[src/rtl/v_issue_queue_if.sv]
// Scalar-to-vector instruction handshake bundle for v_issue_queue.
// slave = queue side, master = core/bench side.
interface v_issue_queue_if #(
  parameter int INSTR_W = 32,
  parameter int DATA_W  = 32
);
  logic               s_valid_i;
  logic [INSTR_W-1:0] s_instr_i;
  logic [DATA_W-1:0]  s_rs1_i;
  logic [DATA_W-1:0]  s_rs2_i;
  logic               s_ready_o;
  logic               v_valid_o;
  logic [INSTR_W-1:0] v_instr_o;
  logic [DATA_W-1:0]  v_rs1_o;
  logic [DATA_W-1:0]  v_rs2_o;
  logic               v_ready_i;

  modport slave (
    input  s_valid_i, s_instr_i, s_rs1_i, s_rs2_i,
    output s_ready_o,
    output v_valid_o, v_instr_o, v_rs1_o, v_rs2_o,
    input  v_ready_i
  );

  modport master (
    output s_valid_i, s_instr_i, s_rs1_i, s_rs2_i,
    input  s_ready_o,
    input  v_valid_o, v_instr_o, v_rs1_o, v_rs2_o,
    output v_ready_i
  );
endinterface

[src/rtl/v_issue_queue.sv]
// Vector issue FIFO with load/store pending counters and scalar memory grants.
// Optional V_ISSUE_BYPASS_EN: empty-queue same-cycle fall-through.
module v_issue_queue #(
  parameter int DEPTH   = 4,
  parameter int INSTR_W = 32,
  parameter int DATA_W  = 32,
  parameter int CNT_W   = 4
) (
  input  logic            clk,
  input  logic            rstn,
  v_issue_queue_if.slave  q,
  output logic            vector_stall_o,
  input  logic            v_ld_done_i,
  input  logic            v_st_done_i,
  output logic            all_v_loads_executed_o,
  output logic            all_v_stores_executed_o,
  input  logic            scalar_load_req_i,
  input  logic            scalar_store_req_i,
  output logic            scalar_load_grant_o,
  output logic            scalar_store_grant_o
);

  localparam int AW = $clog2(DEPTH);
  localparam logic [AW:0] CNT_FULL = (AW+1)'(DEPTH);
  localparam logic [6:0] OP_LD = 7'b0000111;
  localparam logic [6:0] OP_ST = 7'b0100111;
  localparam logic [CNT_W-1:0] PEND_MAX = '1;

  typedef struct packed {
    logic [INSTR_W-1:0] instr;
    logic [DATA_W-1:0]  rs1;
    logic [DATA_W-1:0]  rs2;
  } entry_t;

  entry_t           mem_q [DEPTH];
  logic [AW-1:0]    wr_ptr_q, rd_ptr_q;
  logic [AW:0]      cnt_q, cnt_d;
  logic             full_q;
  logic [CNT_W-1:0] ld_pend_q, ld_pend_d;
  logic [CNT_W-1:0] st_pend_q, st_pend_d;
  logic             ld_zero_q, st_zero_q;

  logic   is_ld, is_st, empty, ready;
  logic   enq, deq, byp, byp_take, wr, rd;
  entry_t head;

  function automatic logic [CNT_W-1:0] pend_next(
    input logic [CNT_W-1:0] p,
    input logic             inc,
    input logic             done
  );
    logic [CNT_W-1:0] n;
    n = p;
    unique case (1'b1)
      inc && !done:                n = p + CNT_W'(1);
      !inc && done && p != '0:     n = p - CNT_W'(1);
      default:                     n = p;
    endcase
    return n;
  endfunction

  assign is_ld = (q.s_instr_i[6:0] == OP_LD);
  assign is_st = (q.s_instr_i[6:0] == OP_ST);
  assign empty = (cnt_q == '0);

  // When full, ready relies on the head being popped this cycle.
  assign ready = (!full_q || q.v_ready_i)
               && !(is_ld && ld_pend_q == PEND_MAX)
               && !(is_st && st_pend_q == PEND_MAX);

  assign enq = q.s_valid_i && ready;

`ifdef V_ISSUE_BYPASS_EN
  assign byp = empty && q.s_valid_i && ready;
`else
  assign byp = 1'b0;
`endif

  assign head = mem_q[rd_ptr_q];

  assign q.s_ready_o = ready;
  assign vector_stall_o = !ready;
  assign q.v_valid_o = !empty || byp;
  assign q.v_instr_o = byp ? q.s_instr_i : head.instr;
  assign q.v_rs1_o   = byp ? q.s_rs1_i   : head.rs1;
  assign q.v_rs2_o   = byp ? q.s_rs2_i   : head.rs2;

  assign deq      = q.v_valid_o && q.v_ready_i;
  assign byp_take = byp && q.v_ready_i;
  assign wr       = enq && !byp_take;
  assign rd       = deq && !byp_take;

  always_comb begin
    cnt_d     = cnt_q + (AW+1)'(wr) - (AW+1)'(rd);
    ld_pend_d = pend_next(ld_pend_q, enq && is_ld, v_ld_done_i);
    st_pend_d = pend_next(st_pend_q, enq && is_st, v_st_done_i);
  end

  always_ff @(posedge clk or negedge rstn) begin
    if (!rstn) begin
      for (int i = 0; i < DEPTH; i++) mem_q[i] <= '0;
      wr_ptr_q  <= '0;
      rd_ptr_q  <= '0;
      cnt_q     <= '0;
      full_q    <= 1'b0;
      ld_pend_q <= '0;
      st_pend_q <= '0;
      ld_zero_q <= 1'b1;
      st_zero_q <= 1'b1;
    end else begin
      if (wr) begin
        mem_q[wr_ptr_q] <= '{instr: q.s_instr_i,
                             rs1:   q.s_rs1_i,
                             rs2:   q.s_rs2_i};
        wr_ptr_q <= wr_ptr_q + AW'(1);
      end
      if (rd) rd_ptr_q <= rd_ptr_q + AW'(1);
      cnt_q     <= cnt_d;
      full_q    <= (cnt_d == CNT_FULL);
      ld_pend_q <= ld_pend_d;
      st_pend_q <= st_pend_d;
      ld_zero_q <= (ld_pend_d == '0);
      st_zero_q <= (st_pend_d == '0);
    end
  end

  assign all_v_loads_executed_o  = ld_zero_q;
  assign all_v_stores_executed_o = st_zero_q;

  // Loads wait on older stores; stores wait on both.
  assign scalar_load_grant_o  = scalar_load_req_i && (st_pend_q == '0);
  assign scalar_store_grant_o = scalar_store_req_i && (st_pend_q == '0)
                              && (ld_pend_q == '0);

endmodule

[src/flat_wrapper.sv]
// flat-port wrapper written by rule: the top's interface ports become plain ports
module v_issue_queue_flat 
#(
  parameter int DEPTH   = 4,
  parameter int INSTR_W = 32,
  parameter int DATA_W  = 32,
  parameter int CNT_W   = 4
)
  (clk, rstn, vector_stall_o, v_ld_done_i, v_st_done_i, all_v_loads_executed_o, all_v_stores_executed_o, scalar_load_req_i, scalar_store_req_i, scalar_load_grant_o, scalar_store_grant_o, q_s_valid_i, q_s_instr_i, q_s_rs1_i, q_s_rs2_i, q_s_ready_o, q_v_valid_o, q_v_instr_o, q_v_rs1_o, q_v_rs2_o, q_v_ready_i);
  v_issue_queue_if #(.INSTR_W(INSTR_W), .DATA_W(DATA_W)) q_i ();
  input  logic clk;
  input  logic rstn;
  output logic vector_stall_o;
  input  logic v_ld_done_i;
  input  logic v_st_done_i;
  output logic all_v_loads_executed_o;
  output logic all_v_stores_executed_o;
  input  logic scalar_load_req_i;
  input  logic scalar_store_req_i;
  output logic scalar_load_grant_o;
  output logic scalar_store_grant_o;
  input wire logic [$bits(q_i.s_valid_i)-1:0] q_s_valid_i;
  input wire logic [$bits(q_i.s_instr_i)-1:0] q_s_instr_i;
  input wire logic [$bits(q_i.s_rs1_i)-1:0] q_s_rs1_i;
  input wire logic [$bits(q_i.s_rs2_i)-1:0] q_s_rs2_i;
  output wire logic [$bits(q_i.s_ready_o)-1:0] q_s_ready_o;
  output wire logic [$bits(q_i.v_valid_o)-1:0] q_v_valid_o;
  output wire logic [$bits(q_i.v_instr_o)-1:0] q_v_instr_o;
  output wire logic [$bits(q_i.v_rs1_o)-1:0] q_v_rs1_o;
  output wire logic [$bits(q_i.v_rs2_o)-1:0] q_v_rs2_o;
  input wire logic [$bits(q_i.v_ready_i)-1:0] q_v_ready_i;
  assign q_i.s_valid_i = q_s_valid_i;
  assign q_i.s_instr_i = q_s_instr_i;
  assign q_i.s_rs1_i = q_s_rs1_i;
  assign q_i.s_rs2_i = q_s_rs2_i;
  assign q_s_ready_o = q_i.s_ready_o;
  assign q_v_valid_o = q_i.v_valid_o;
  assign q_v_instr_o = q_i.v_instr_o;
  assign q_v_rs1_o = q_i.v_rs1_o;
  assign q_v_rs2_o = q_i.v_rs2_o;
  assign q_i.v_ready_i = q_v_ready_i;
  v_issue_queue #(.DEPTH(DEPTH), .INSTR_W(INSTR_W), .DATA_W(DATA_W), .CNT_W(CNT_W)) u_core (.clk(clk), .rstn(rstn), .q(q_i), .vector_stall_o(vector_stall_o), .v_ld_done_i(v_ld_done_i), .v_st_done_i(v_st_done_i), .all_v_loads_executed_o(all_v_loads_executed_o), .all_v_stores_executed_o(all_v_stores_executed_o), .scalar_load_req_i(scalar_load_req_i), .scalar_store_req_i(scalar_store_req_i), .scalar_load_grant_o(scalar_load_grant_o), .scalar_store_grant_o(scalar_store_grant_o));
endmodule
[config.mk]
export PLATFORM = sky130hd
export DESIGN_NAME = v_issue_queue_flat
export DESIGN_NICKNAME = d
export VERILOG_FILES = /design/src/rtl/v_issue_queue_if.sv /design/src/rtl/v_issue_queue.sv /design/src/flat_wrapper.sv
export SDC_FILE = /design/constraint.sdc
export NUM_CORES = 1
export LEC_CHECK = 0
export BUFFER_PORTS_ARGS = -buffer_cell sky130_fd_sc_hd__buf_2
export CAP_MARGIN = 30
export CORE_UTILIZATION = 35
export DETAILED_ROUTE_END_ITERATION = 6
export SLEW_MARGIN = 20
export SYNTH_ARGS = -nofsm -noshare
export SYNTH_HDL_FRONTEND = slang
export SYNTH_SLANG_ARGS = --single-unit
[constraint.sdc]
create_clock -name clk -period 3.5 [get_ports clk]
set_clock_uncertainty 0.05 [all_clocks]
set_input_delay 0.175 -clock clk [delete_from_list [all_inputs] [get_ports clk]]
set_output_delay 0.175 -clock clk [all_outputs]
set_load 0.1 [all_outputs]
==> flow_metrics.tcl <==
set metrics [dict create \
    grt_util_all_layers_pct 15.8 \
    cp-end-kind "primary output" \
    crit_arrival_ns 2.53 \
    clock-root-buffer "clkbuf_16" \
    area_growth_syn_to_layout_pct 24.1 \
    fmax_mhz 363 \
    numCtsBuffers 46 \
    synth_fa_ha_area_share_pct 0.675 \
    avgViaCountPerCell 4.96 \
    final_cell_mix "dfrtp_1 (398), mux2_2 (226), buf_2 (205), mux2_1 (160), dlygate4sd3_1 (100)" \
    grt_pass1_wl_microns 63000 \
    drv_cap 0 \
    firstDrtPassIters 6 \
    crit_type "flop to primary output" \
    place_inst 1893 \
    stdcell_count 2072 \
    synthMuxAreaShare_pct 36.6 \
    clockBufferDepth 3 \
    ys_warn_count 0 \
    drive_gt1_share_pct 45.5 \
    antenna_cells 0 \
    netlist_instances 1053 \
    routabilityCongestion 0.746 \
    synth_largest_area_cell "dfrtp_1" \
    clk_latency_ns 0.56 \
    synth-xor-area-share_pct 0.443 \
    drt_iter0_markers 407 \
    yosys.area_share.simple_pct 2.04 \
    grt_start_max_net_pins 101 \
    slew_viol_final 0 \
    grt_pass1_vias 11300 \
    nNetsFinal 1482 \
    setup_violations 0 \
    hold_violations 0 \
    cts_tree "yes" \
    synthFlopType "dfrtp_1" \
    boundaryPins 207 \
    place_hpwl_microns 24400 \
    drtAntennaViolNets 0 \
    synth_seq_cells 402 \
    final_common_cell "dfrtp_1" \
    required_ns 3.27 \
    ys_top_cells_by_area "dfrtp_1 (56%), mux2_2 (14%), mux4_2 (12%)" \
    syn-num-nets 1166 \
    path_clk_slew_ns 0.05 \
    die_height_microns 227 \
    ys_seq_area_share_pct 56.6 \
    coreArea_sq_um 50200 \
    worstPathMaxFanout 35 \
    die_x_microns 227 \
    period_share_pct 78.8 \
    synth_top_family_by_area "multiplexers" \
    rsz0062_at_grt "no" \
    synth_top_area_share_pct 56.3 \
    cts_setup_buffers 0 \
    port_buffers 206 \
    async_flop_share_pct 100 \
    holdCritPathClass "primary input to flop" \
    drc 0 \
    wl_microns 39700 \
    maxSlewHeadroom_pct 43.1 \
    ctsHoldBuffers 100 \
    status "complete, no violations" \
    synth_edf_count 0 \
    synth_area_sq_um 17800 \
    dieArea_sq_um 51700 \
    worst_slew_pin_slew_ns 0.854 \
    std_cell_rows 82 \
    setup_tns_ns 0 \
    fin_crit_ns 2.76 \
    start_kind "flop" \
    cts.repair.resized 0 \
    clock_sinks 402 \
    avgSynthCellArea_sq_um 16.9 \
    synth-compound-area-share_pct 0.858 \
    overflow 0 \
    vias 10300 \
    yosys.cell_types.count 52 \
    antenna_found_initial 0 \
    cts-htree-levels 2 \
    route.detailed.wl_per_inst_microns 19.2 \
    start_util_pct 35.5 \
]
## path summary, 6_finish.rpt
| kind | start | endpoint | slack [ns] | cells after the start |
|---|---|---|---|---|
| min | q_s_valid_i | u_core.wr_ptr_q[0]$_DFFE_PN0N_ | 0.13 | 4 |
| min in group asynchronous | rstn | u_core.mem_q[126]$_DFFE_PN0P_ | 0.24 | 2 |
| min reg2reg | u_core.mem_q[157]$_DFFE_PN0P_ | u_core.mem_q[157]$_DFFE_PN0P_ | 0.43 | 1 |
| max | u_core.rd_ptr_q[0]$_DFFE_PN0P_ | q_v_instr_o[9] | 0.74 | 3 |
| max in group asynchronous | rstn | u_core.mem_q[249]$_DFFE_PN0P_ | 2.15 | 4 |
| max reg2reg | u_core.cnt_q[1]$_DFF_PN0_ | u_core.full_q$_DFF_PN0_ | 0.90 | 10 |
## worst max-delay path: stages (launching register included)
cell	delay [ns]
dfrtp_4	0.68
buf_12	0.34
mux4_2	0.60
buf_2	0.32
## cell usage after synthesis (all sizes together) (5+ instances only)
library cell	number
nand2	11
mux4	96
ha	8
dfrtp	400
nor3	6
mux2	386
clkbuf	13
inv	10
buf	55
nor2	7
xnor2	5
## cell families (layout without fill, tap and decap cells)
group                      count (synthesis)  count (layout)
DFF                                      402             402
buffers and inverters                     78             425
adders and majority gates                  9               9
xor gates and xnor gates                   9               9
and+or+nand+nor                           53              53
muxes                                    483             483
AOI/OAI and AO/OA                         19              19
## registers in the layout, summed over array words and instances, names as in the netlist
name                            flops
u_core.mem_q                      384
u_core.ld_pend_q                    4
u_core.st_pend_q                    4
u_core.cnt_q                        3
u_core.rd_ptr_q                     2
u_core.wr_ptr_q                     2
u_core.all_v_loads_executed_o       1
u_core.all_v_stores_executed_o      1
u_core.full_q                       1
## metrics by stage
stage                     hold slack, ns  util [%]  setup slack, ns  instance area, sq um
final                              0.132      44.0            0.742                 22100
after global routing               0.120      44.0            0.581                 22100
after CTS                         0.0909      44.0            0.632                 22100
after detailed placement           0.265      39.1            0.817                 19600
after global placement             0.256      39.1            0.936                 19600
after floorplan                   -0.171         -            0.452                 17800
## routing by layer
layer	part of all wire, %	GRT usage [%]	up-vias
met3	5.1	4.21	51
met2	50	26.7	179
met5	0	0	-
met1	43	19.9	5474
li1	-	-	4576
met4	1.8	4.09	0
## area by class of cell
cell class	count	area [sq um]
Fill cell	4426	28100
Sequential cell	402	10100
Clock inverter	7	96.3
Tap cell	672	841
Inverter	10	37.5
Multi-Input combinational cell	573	7230
Clock buffer	72	1360
Timing Repair Buffer	336	2440
Power is not shown: default switching activity piles up to over one toggle a cycle in this logic, so the estimate is an artifact.
